$ cat config.mk
export PLATFORM = sky130hd
export DESIGN_NAME = sd_bus_arbiter
export DESIGN_NICKNAME = d
export VERILOG_FILES = /design/src/rtl/sd_pkg.sv /design/src/rtl/flex_counter.sv /design/src/rtl/sd_bus_arbiter.sv
export SDC_FILE = /design/constraint.sdc
export NUM_CORES = 1
export LEC_CHECK = 0
export ABC_CLOCK_PERIOD_IN_PS = 2300
export CAP_MARGIN = 20
export CORE_AREA = 2 2 90 92
export DETAILED_ROUTE_END_ITERATION = 10
export DIE_AREA = 0 0 92 94
export GPL_TIMING_DRIVEN = 0
export PLACE_DENSITY = 0.71
export SLEW_MARGIN = 5
export SYNTH_ARGS = -nofsm -noshare
export SYNTH_HDL_FRONTEND = slang
export SYNTH_SLANG_ARGS = --single-unit
$ cat constraint.sdc
create_clock -name clk -period 2.3 [get_ports clk]
set_input_delay 0.575 -clock clk [delete_from_list [all_inputs] [get_ports clk]]
set_output_delay 0.575 -clock clk [all_outputs]
set_load 0.01 [all_outputs]
$ cat src/rtl/sd_pkg.sv
`default_nettype none
// ============================================================================
//  Module      : sd_pkg
//  Description : Shared types and constants for the SD bus arbiter:
//                arbiter state encoding, command word width and the
//                requester identifiers used for round-robin bookkeeping.
//  Revision    : 1.0 - initial release
// ============================================================================
package sd_pkg;

   localparam int SD_CMD_W = 48;

   typedef enum logic [2:0] {
      IDLE    = 3'd0,
      GRANT_I = 3'd1,
      GRANT_W = 3'd2,
      GRANT_R = 3'd3,
      RELEASE = 3'd4
   } arb_state_t;

   typedef enum logic [1:0] {
      INIT  = 2'd0,
      WRITE = 2'd1,
      READ  = 2'd2
   } req_id_t;

endpackage
`default_nettype wire

$ cat src/rtl/flex_counter.sv
`default_nettype none
// ============================================================================
//  Module      : flex_counter
//  Description : Up-counter with synchronous clear and programmable
//                rollover value. After reaching rollover_val the next
//                enabled count wraps to 1. rollover_flag is registered and
//                is high while count_out equals rollover_val.
//  Ports       : clk, n_rst (async, active-low), clear, count_enable,
//                rollover_val[NUM_CNT_BITS], count_out[NUM_CNT_BITS],
//                rollover_flag
//  Revision    : 1.0 - initial release
// ============================================================================
module flex_counter #(
   parameter int NUM_CNT_BITS = 4
) (
   input  logic                    clk,
   input  logic                    n_rst,
   input  logic                    clear,
   input  logic                    count_enable,
   input  logic [NUM_CNT_BITS-1:0] rollover_val,
   output logic [NUM_CNT_BITS-1:0] count_out,
   output logic                    rollover_flag
);

   logic [NUM_CNT_BITS-1:0] r_count;
   logic [NUM_CNT_BITS-1:0] w_next_count;
   logic                    r_flag;

   always_comb begin
      w_next_count = r_count;
      if (clear) begin
         w_next_count = '0;
      end else if (count_enable) begin
         if (r_count == rollover_val) begin
            w_next_count = {{(NUM_CNT_BITS-1){1'b0}}, 1'b1};
         end else begin
            w_next_count = r_count + 1'b1;
         end
      end
   end

   always_ff @(posedge clk or negedge n_rst) begin
      if (!n_rst) begin
         r_count <= '0;
         r_flag  <= 1'b0;
      end else begin
         r_count <= w_next_count;
         r_flag  <= (w_next_count == rollover_val);
      end
   end

   assign count_out     = r_count;
   assign rollover_flag = r_flag;

endmodule
`default_nettype wire

$ cat src/rtl/sd_bus_arbiter.sv
`default_nettype none
// ============================================================================
//  Module      : sd_bus_arbiter
//  Description : Arbitrates the SD card SPI shifter between the init, write
//                and read controllers. Init is the only requester served
//                until the card is initialised; afterwards write and read
//                are served round-robin. Each grant is followed by a single
//                RELEASE cycle with CS deasserted.
//  Config      : define SD_ARB_TIMEOUT_EN to build a watchdog that aborts a
//                grant after TIMEOUT_EDGES sclk rising edges and raises
//                timeout_err. Undefined: no watchdog, timeout_err = 0.
//  Ports       : clk, n_rst (async, active-low), rising_edge_sclk,
//                {init,write,read}_{req,done,command,CS,load_command,
//                shift_command,shift_read,load_data,shift_data} in,
//                {init,write,read}_enable, sd_command, sd_CS, load_command,
//                shift_command, shift_read, load_data, shift_data,
//                card_ready, busy, timeout_err out
//  Revision    : 1.0 - initial release
// ============================================================================
module sd_bus_arbiter
   import sd_pkg::*;
#(
   parameter int TIMEOUT_EDGES = 4096
) (
   input  logic                clk,
   input  logic                n_rst,
   input  logic                rising_edge_sclk,
   input  logic                init_req,
   input  logic                write_req,
   input  logic                read_req,
   input  logic                init_done,
   input  logic                write_done,
   input  logic                read_done,
   input  logic [SD_CMD_W-1:0] init_command,
   input  logic [SD_CMD_W-1:0] write_command,
   input  logic [SD_CMD_W-1:0] read_command,
   input  logic                init_CS,
   input  logic                init_load_command,
   input  logic                init_shift_command,
   input  logic                init_shift_read,
   input  logic                init_load_data,
   input  logic                init_shift_data,
   input  logic                write_CS,
   input  logic                write_load_command,
   input  logic                write_shift_command,
   input  logic                write_shift_read,
   input  logic                write_load_data,
   input  logic                write_shift_data,
   input  logic                read_CS,
   input  logic                read_load_command,
   input  logic                read_shift_command,
   input  logic                read_shift_read,
   input  logic                read_load_data,
   input  logic                read_shift_data,
   output logic                init_enable,
   output logic                write_enable,
   output logic                read_enable,
   output logic [SD_CMD_W-1:0] sd_command,
   output logic                sd_CS,
   output logic                load_command,
   output logic                shift_command,
   output logic                shift_read,
   output logic                load_data,
   output logic                shift_data,
   output logic                card_ready,
   output logic                busy,
   output logic                timeout_err
);

   localparam int c_cnt_w = $clog2(TIMEOUT_EDGES + 1);

   arb_state_t r_state;
   arb_state_t w_next_state;
   req_id_t    r_last;
   logic       r_init_en;
   logic       r_write_en;
   logic       r_read_en;
   logic       r_card_ready;
   logic       w_grant_entry;
   logic       w_timeout;

   // ------------------------------------------------------------------------
   // Next-state logic
   // ------------------------------------------------------------------------
   always_comb begin
      w_next_state = r_state;
      case (r_state)
         IDLE: begin
            if (!r_card_ready) begin
               // Data transfers are meaningless before the card is set up.
               if (init_req) w_next_state = GRANT_I;
            end else if (write_req && read_req) begin
               w_next_state = (r_last == WRITE) ? GRANT_R : GRANT_W;
            end else if (write_req) begin
               w_next_state = GRANT_W;
            end else if (read_req) begin
               w_next_state = GRANT_R;
            end
         end
         GRANT_I: if (init_done  || w_timeout) w_next_state = RELEASE;
         GRANT_W: if (write_done || w_timeout) w_next_state = RELEASE;
         GRANT_R: if (read_done  || w_timeout) w_next_state = RELEASE;
         RELEASE: w_next_state = IDLE;
         default: w_next_state = IDLE;
      endcase
   end

   assign w_grant_entry = (r_state == IDLE) && (w_next_state != IDLE);

   // ------------------------------------------------------------------------
   // State, grant and status registers. Grants are decoded from the next
   // state so they rise on the same edge the grant state is entered.
   // ------------------------------------------------------------------------
   always_ff @(posedge clk or negedge n_rst) begin
      if (!n_rst) begin
         r_state      <= IDLE;
         r_last       <= READ;
         r_init_en    <= 1'b0;
         r_write_en   <= 1'b0;
         r_read_en    <= 1'b0;
         r_card_ready <= 1'b0;
      end else begin
         r_state    <= w_next_state;
         r_init_en  <= (w_next_state == GRANT_I);
         r_write_en <= (w_next_state == GRANT_W);
         r_read_en  <= (w_next_state == GRANT_R);
         if ((r_state == GRANT_I) && init_done) r_card_ready <= 1'b1;
         if (w_grant_entry && (w_next_state == GRANT_W)) r_last <= WRITE;
         if (w_grant_entry && (w_next_state == GRANT_R)) r_last <= READ;
      end
   end

`ifdef SD_ARB_TIMEOUT_EN
   localparam logic [c_cnt_w-1:0] c_timeout_val = c_cnt_w'(TIMEOUT_EDGES);

   logic               w_in_grant;
   logic               w_wd_rollover;
   logic [c_cnt_w-1:0] w_unused_wd_count;
   logic               r_timeout_err;

   assign w_in_grant = (r_state == GRANT_I) || (r_state == GRANT_W) ||
                       (r_state == GRANT_R);

   // Cleared on grant entry, so the count is zero in the first grant cycle.
   flex_counter #(
      .NUM_CNT_BITS (c_cnt_w)
   ) u_watchdog (
      .clk           (clk),
      .n_rst         (n_rst),
      .clear         (w_grant_entry),
      .count_enable  (w_in_grant && rising_edge_sclk),
      .rollover_val  (c_timeout_val),
      .count_out     (w_unused_wd_count),
      .rollover_flag (w_wd_rollover)
   );

   assign w_timeout = w_in_grant && w_wd_rollover;

   always_ff @(posedge clk or negedge n_rst) begin
      if (!n_rst) begin
         r_timeout_err <= 1'b0;
      end else if (w_grant_entry) begin
         r_timeout_err <= 1'b0;
      end else if (w_timeout) begin
         r_timeout_err <= 1'b1;
      end
   end

   assign timeout_err = r_timeout_err;
`else
   logic [c_cnt_w-1:0] w_unused_cfg;

   assign w_unused_cfg = {c_cnt_w{rising_edge_sclk}};
   assign w_timeout    = 1'b0;
   assign timeout_err  = 1'b0;
`endif

   // ------------------------------------------------------------------------
   // Shifter mux, driven from the registered grant. Idle bus keeps CS high.
   // ------------------------------------------------------------------------
   always_comb begin
      sd_command    = '0;
      sd_CS         = 1'b1;
      load_command  = 1'b0;
      shift_command = 1'b0;
      shift_read    = 1'b0;
      load_data     = 1'b0;
      shift_data    = 1'b0;
      if (r_init_en) begin
         sd_command    = init_command;
         sd_CS         = init_CS;
         load_command  = init_load_command;
         shift_command = init_shift_command;
         shift_read    = init_shift_read;
         load_data     = init_load_data;
         shift_data    = init_shift_data;
      end else if (r_write_en) begin
         sd_command    = write_command;
         sd_CS         = write_CS;
         load_command  = write_load_command;
         shift_command = write_shift_command;
         shift_read    = write_shift_read;
         load_data     = write_load_data;
         shift_data    = write_shift_data;
      end else if (r_read_en) begin
         sd_command    = read_command;
         sd_CS         = read_CS;
         load_command  = read_load_command;
         shift_command = read_shift_command;
         shift_read    = read_shift_read;
         load_data     = read_load_data;
         shift_data    = read_shift_data;
      end
   end

   assign init_enable  = r_init_en;
   assign write_enable = r_write_en;
   assign read_enable  = r_read_en;
   assign card_ready   = r_card_ready;
   assign busy         = (r_state != IDLE);

endmodule
`default_nettype wire

---- After elaboration in Yosys (flattened, before gate mapping) ----
Cells that the tools add are included.
word-level totals
  bits in writable memories ............... 0
  logic and storage cells ................. 55
  input port bits ......................... 171
  memories kept ........................... 0
  output and inout port bits .............. 60
  bits in latches ......................... 0
  register bits ........................... 9
  ROM bits ................................ 0
cells by class
  $add $sub $neg .......................... 0
  reduce and logical (&&, ||, !) cells .... 9
  order comparisons ....................... 0
  eq/ne operators ......................... 7
  mux-type cells .......................... 33
  bitwise logic cells ..................... 0
  multiply operators ...................... 0
  shift-type cells ........................ 0
  div/mod/pow operators ................... 0
operator list
  cell                                            number
  two-way mux 48 bit                              3
  two-way mux 3 bit                               8
  two-way mux 1 bit                               19
  == test 3 x 2 -> 1 bit (second input constant)  4
  case mux 3 bit (4 select lines)                 1
  == test 3 x 1 -> 1 bit (second input constant)  2
  nonzero test 3 bit                              2
  logical AND 1 bit                               5
  two-way mux 2 bit                               2
  zero test 3 bit                                 1
  == test 2 x 1 -> 1 bit (second input constant)  1
  nonzero test 2 bit                              1

---- Logic depth before layout (Yosys ltp) ----
  depth in word-level cells ............... 10
  gate-level depth with buffers ........... 5
  depth with buffers taken out ............ 3

---- Least setup slack after synthesis ----
Ideal clock, no wire load.
  path type ............................... reg-to-output
  start point ............................. register r_write_en, in the netlist write_enable
  end point ............................... output sd_command[10]
  setup slack ............................. 0.406 ns
  data required time ...................... 1.725 ns
  cell stages (with the launch flop) ...... 6
  arrival time ............................ 1.319 ns
  buffers on the path ..................... 2
  path through ............................ dfrtp_1 -> nor2b_1 -> buf_2 -> clkbuf_1 -> a22oi_1 -> o21ai_0
between the ends
  word-level cells in the longest chain between the ends .. 2
ends and longest elaborated chain
  item                    RTL line               RTL
  start, declared         sd_bus_arbiter.sv:76   logic r_write_en;
  start signal, assigned  sd_bus_arbiter.sv:125  r_write_en <= (w_next_state == GRANT_W);
  two-way mux 48 bit      sd_bus_arbiter.sv:197  end else if (r_write_en) begin
  two-way mux 48 bit      sd_bus_arbiter.sv:189  if (r_init_en) begin
  end, declared           sd_bus_arbiter.sv:58   output logic [SD_CMD_W-1:0] sd_command,
No other way between the ends.

---- Worst setup path in the final report ----
  start point ............................. input write_CS
  end point ............................... output sd_CS
between the ends
  word-level cells in the longest chain between the ends .. 2
ends and longest elaborated chain
  item               RTL line               RTL
  start, declared    sd_bus_arbiter.sv:43   input logic write_CS,
  two-way mux 1 bit  sd_bus_arbiter.sv:197
  two-way mux 1 bit  sd_bus_arbiter.sv:189
  end, declared      sd_bus_arbiter.sv:59   output logic sd_CS,
No other way between the ends.

==> metrics.md <==
| Metric | Value |
|---|---|
| Vias in the first global route | ~2600 |
| Worst Path Required | between 1.5 and 2 ns |
| Hold slack | around 0.50 ns |
| Worst Slack Setup Final | between 0.05 and 0.06 ns |
| Fmax | 446 MHz |
| Final Setup Violations | 0 |
| Top post-synthesis cells by area | a22oi_1, o21ai_0, nand2_1 |
| DR vias/cell | 4.70 |
| Top cells by count, synth | nand2_1, o21ai_0, a22oi_1 |
| Clock Sinks | 9 |
| Worst EP arrival | 1.67 ns |
| Die width | around 90 microns |
| First-pass GRT wire length | approximately 13 mm |
| Fin. Hold Viols | 0 |
| Period utilisation layout | 0.975 |
| Synth warn | 0 |
| Status | finished, final reports clean |
| CP max FO | 1 |
| Total negative slack | 0 ns |
| Tot Pwr | roughly 3.6 mW |
| HPWL Detailed | 7.19 mm |
| Filler Cells Inserted | approximately 760 |
| Fin crit period | between 2 and 2.5 ns |
| Max VDD drop | 598 uV |
| Ys async rst share | 1.00 |
| Top FF cell, synth | dfrtp_1 |
| Synth cell types | 34 |
| TritonCTS clock tree | yes |
| Worst skew pair latency | approximately 0.23 ns |
| Seq/Total Area, Yosys | 0.154 |
| CP Launch Type | input pin |
| Vias | ~2700 |
| Max Slew Vio Count | 0 |
| Fin Clk Skew | 0.000438 ns |
| WL per Instance | about 16 microns |
| Yosys top cell area share | 0.265 |
| Share of post-route cells with drive strength above 1 | 0.153 |
| Yosys top cell by area | a22oi_1 |
| Net Count, Synth | between 400 and 500 |
| CTS buffer count | 3 |
| Drt pass-1 iters | 4 |
| Area Growth Syn to Fin | 162% |
| Clock Pin Slew Worst Setup and Hold Paths | about 0.04 ns |
| H-tree lvl count | 1 |
| Initial DRC count | 44 |
| Number of synthesized flops with an enable pin | 0 |
| RSZ-0062 raised after global routing | true |
| Full die area | 0.00865 sq mm |
| Max-Cap Viols | 0 |
| Wirelength, routed | between 8 and 9 mm |
| Die span in y | 94 microns |
| Worst-case clock buffer depth | 2 |
| Syn Inst Count | 230 |
| Pwr dens | between 900 and 1000 mW/mm^2 |
| # hold bufs at CTS | 0 |
| # DRC | 0 |
| Io pins | 231 |
| Initial antenna violation count | 0 |
| Root Buffer | clkbuf_8 |
| GPL Wtd Cong | between 0.7 and 0.8 |
| Port buffer count | 228 |
| Total GRT Usage | 0.185 |
| Count leader, synth | nand2_1 |
| Fin nets | around 640 |
| Core region area | between 0.007 and 0.008 sq mm |
| Remaining Overflow, GRT | 0 |
| Setup WS pre-CTS | -0.350 ns |
| Yosys reg bits | 9 |
| Setup CP Type | input pin to output port |
| Avg Synthesized Cell Area | about 6.4 sq um |
| Hold WC Path Type | flop to flop |
| Starting Density | 0.194 |
| Antenna-violating nets left | 0 |
| Critical Path Sink Type | output port |
| Number of diodes | 0 |
| Mapped cell area | 0.00147 sq mm |
| Num rows | 32 |
| Largest net degree at the start of global routing | 11 |
| Leak pwr | ~1.6 nW |
-- per-layer routing --
layer / vias to the layer above / track usage / share of wire
met4: 0 / 0.0336 / 0.0084
met3: 7 / 0.0337 / 0.079
met5: - / 0 / 0
met2: 136 / 0.359 / 0.51
met1: 1202 / 0.211 / 0.40
li1: 1313 / - / -
-- worst max-delay path, stage by stage --
cell	delay (ns)
clkdlybuf4s50_1	0.45
inv_1	0.04
a221oi_2	0.26
a21o_1	0.11
clkdlybuf4s15_2	0.23
-- registers in the layout, indices dropped and copies added, names as in the netlist --
register and cells:
init_enable 1, card_ready 1, r_state 3, r_last 2
read_enable 1, write_enable 1
-- where the power goes --
group | total, mW | internal [mW] | switching, mW
clock network | 0.182 | 0.121 | 0.0613
registers | 0.325 | 0.238 | 0.0873
logic | 3.05 | 1.47 | 1.58
-- cell type report --
| type | count | area, sq um | share of cell area |
|---|---|---|---|
| buffer | 25 | 184 | 0.0476 |
| multi-input combinational | 191 | 1130 | 0.294 |
| sequential | 9 | 226 | 0.0587 |
| clock buffer | 4 | 45.0 | 0.0117 |
| inverter | 5 | 18.8 | 0.00486 |
| timing repair buffer | 230 | 2120 | 0.550 |
| tap | 102 | 128 | 0.0331 |
-- cells by family after synthesis --
| group | synth area share |
|---|---|
| DFF | 0.154 |
| other | 0.00255 |
| AOI/OAI and AO/OA | 0.526 |
| buffers and inverters | 0.0833 |
| muxes | 0.0144 |
| and+or+nand+nor | 0.220 |
-- layout by cell type (no fill, tap or decap), types with 2 or more instances in the layout --
cell type	instances
a22oi_1	51
clkbuf_1	5
nor2b_1	3
clkbuf_2	35
buf_4	8
o21ai_0	43
clkbuf_4	3
nand2_1	56
dlygate4sd2_1	15
a21oi_1	4
o21ai_1	10
clkdlybuf4s50_1	174
dfrtp_1	8
clkdlybuf4s15_1	6
buf_2	3
clkbuf_8	7
inv_1	5
a21o_1	2
-- stage by stage --
| step | instance area (sq um) | utilization | std cells |
|---|---|---|---|
| after floorplan | 1470 | - | 230 |
| final | 3860 | 0.507 | 566 |
| after global routing | 3860 | 0.507 | 566 |
| after detailed placement | 3880 | 0.510 | 560 |
| after global placement | 3880 | 0.510 | 560 |
| after CTS | 3940 | 0.518 | 564 |
-- what timing repair did --
| item | 4_1_cts | 5_1_grt |
|---|---|---|
| pin swaps | 0 | 0 |
| setup buffers | 0 | 2 |
| endpoints found under the setup margin | 54 | 49 |
| resized for setup | 89 | 99 |
-- path summary, 6_finish.rpt --
kind	start	to	slack [ns]	cells past startpoint
max reg2reg	r_state[1]	init_enable	0.88	3
min in group asynchronous	n_rst	r_state[1]	0.65	1
max	write_CS	sd_CS	0.06	5
min reg2reg	r_last[0]	r_last[0]	0.50	1
min	r_last[0]	r_last[0]	0.50	1
max in group asynchronous	n_rst	r_last[1]	1.33	1
No activity file was read; power rests on OpenSTA's default activity.
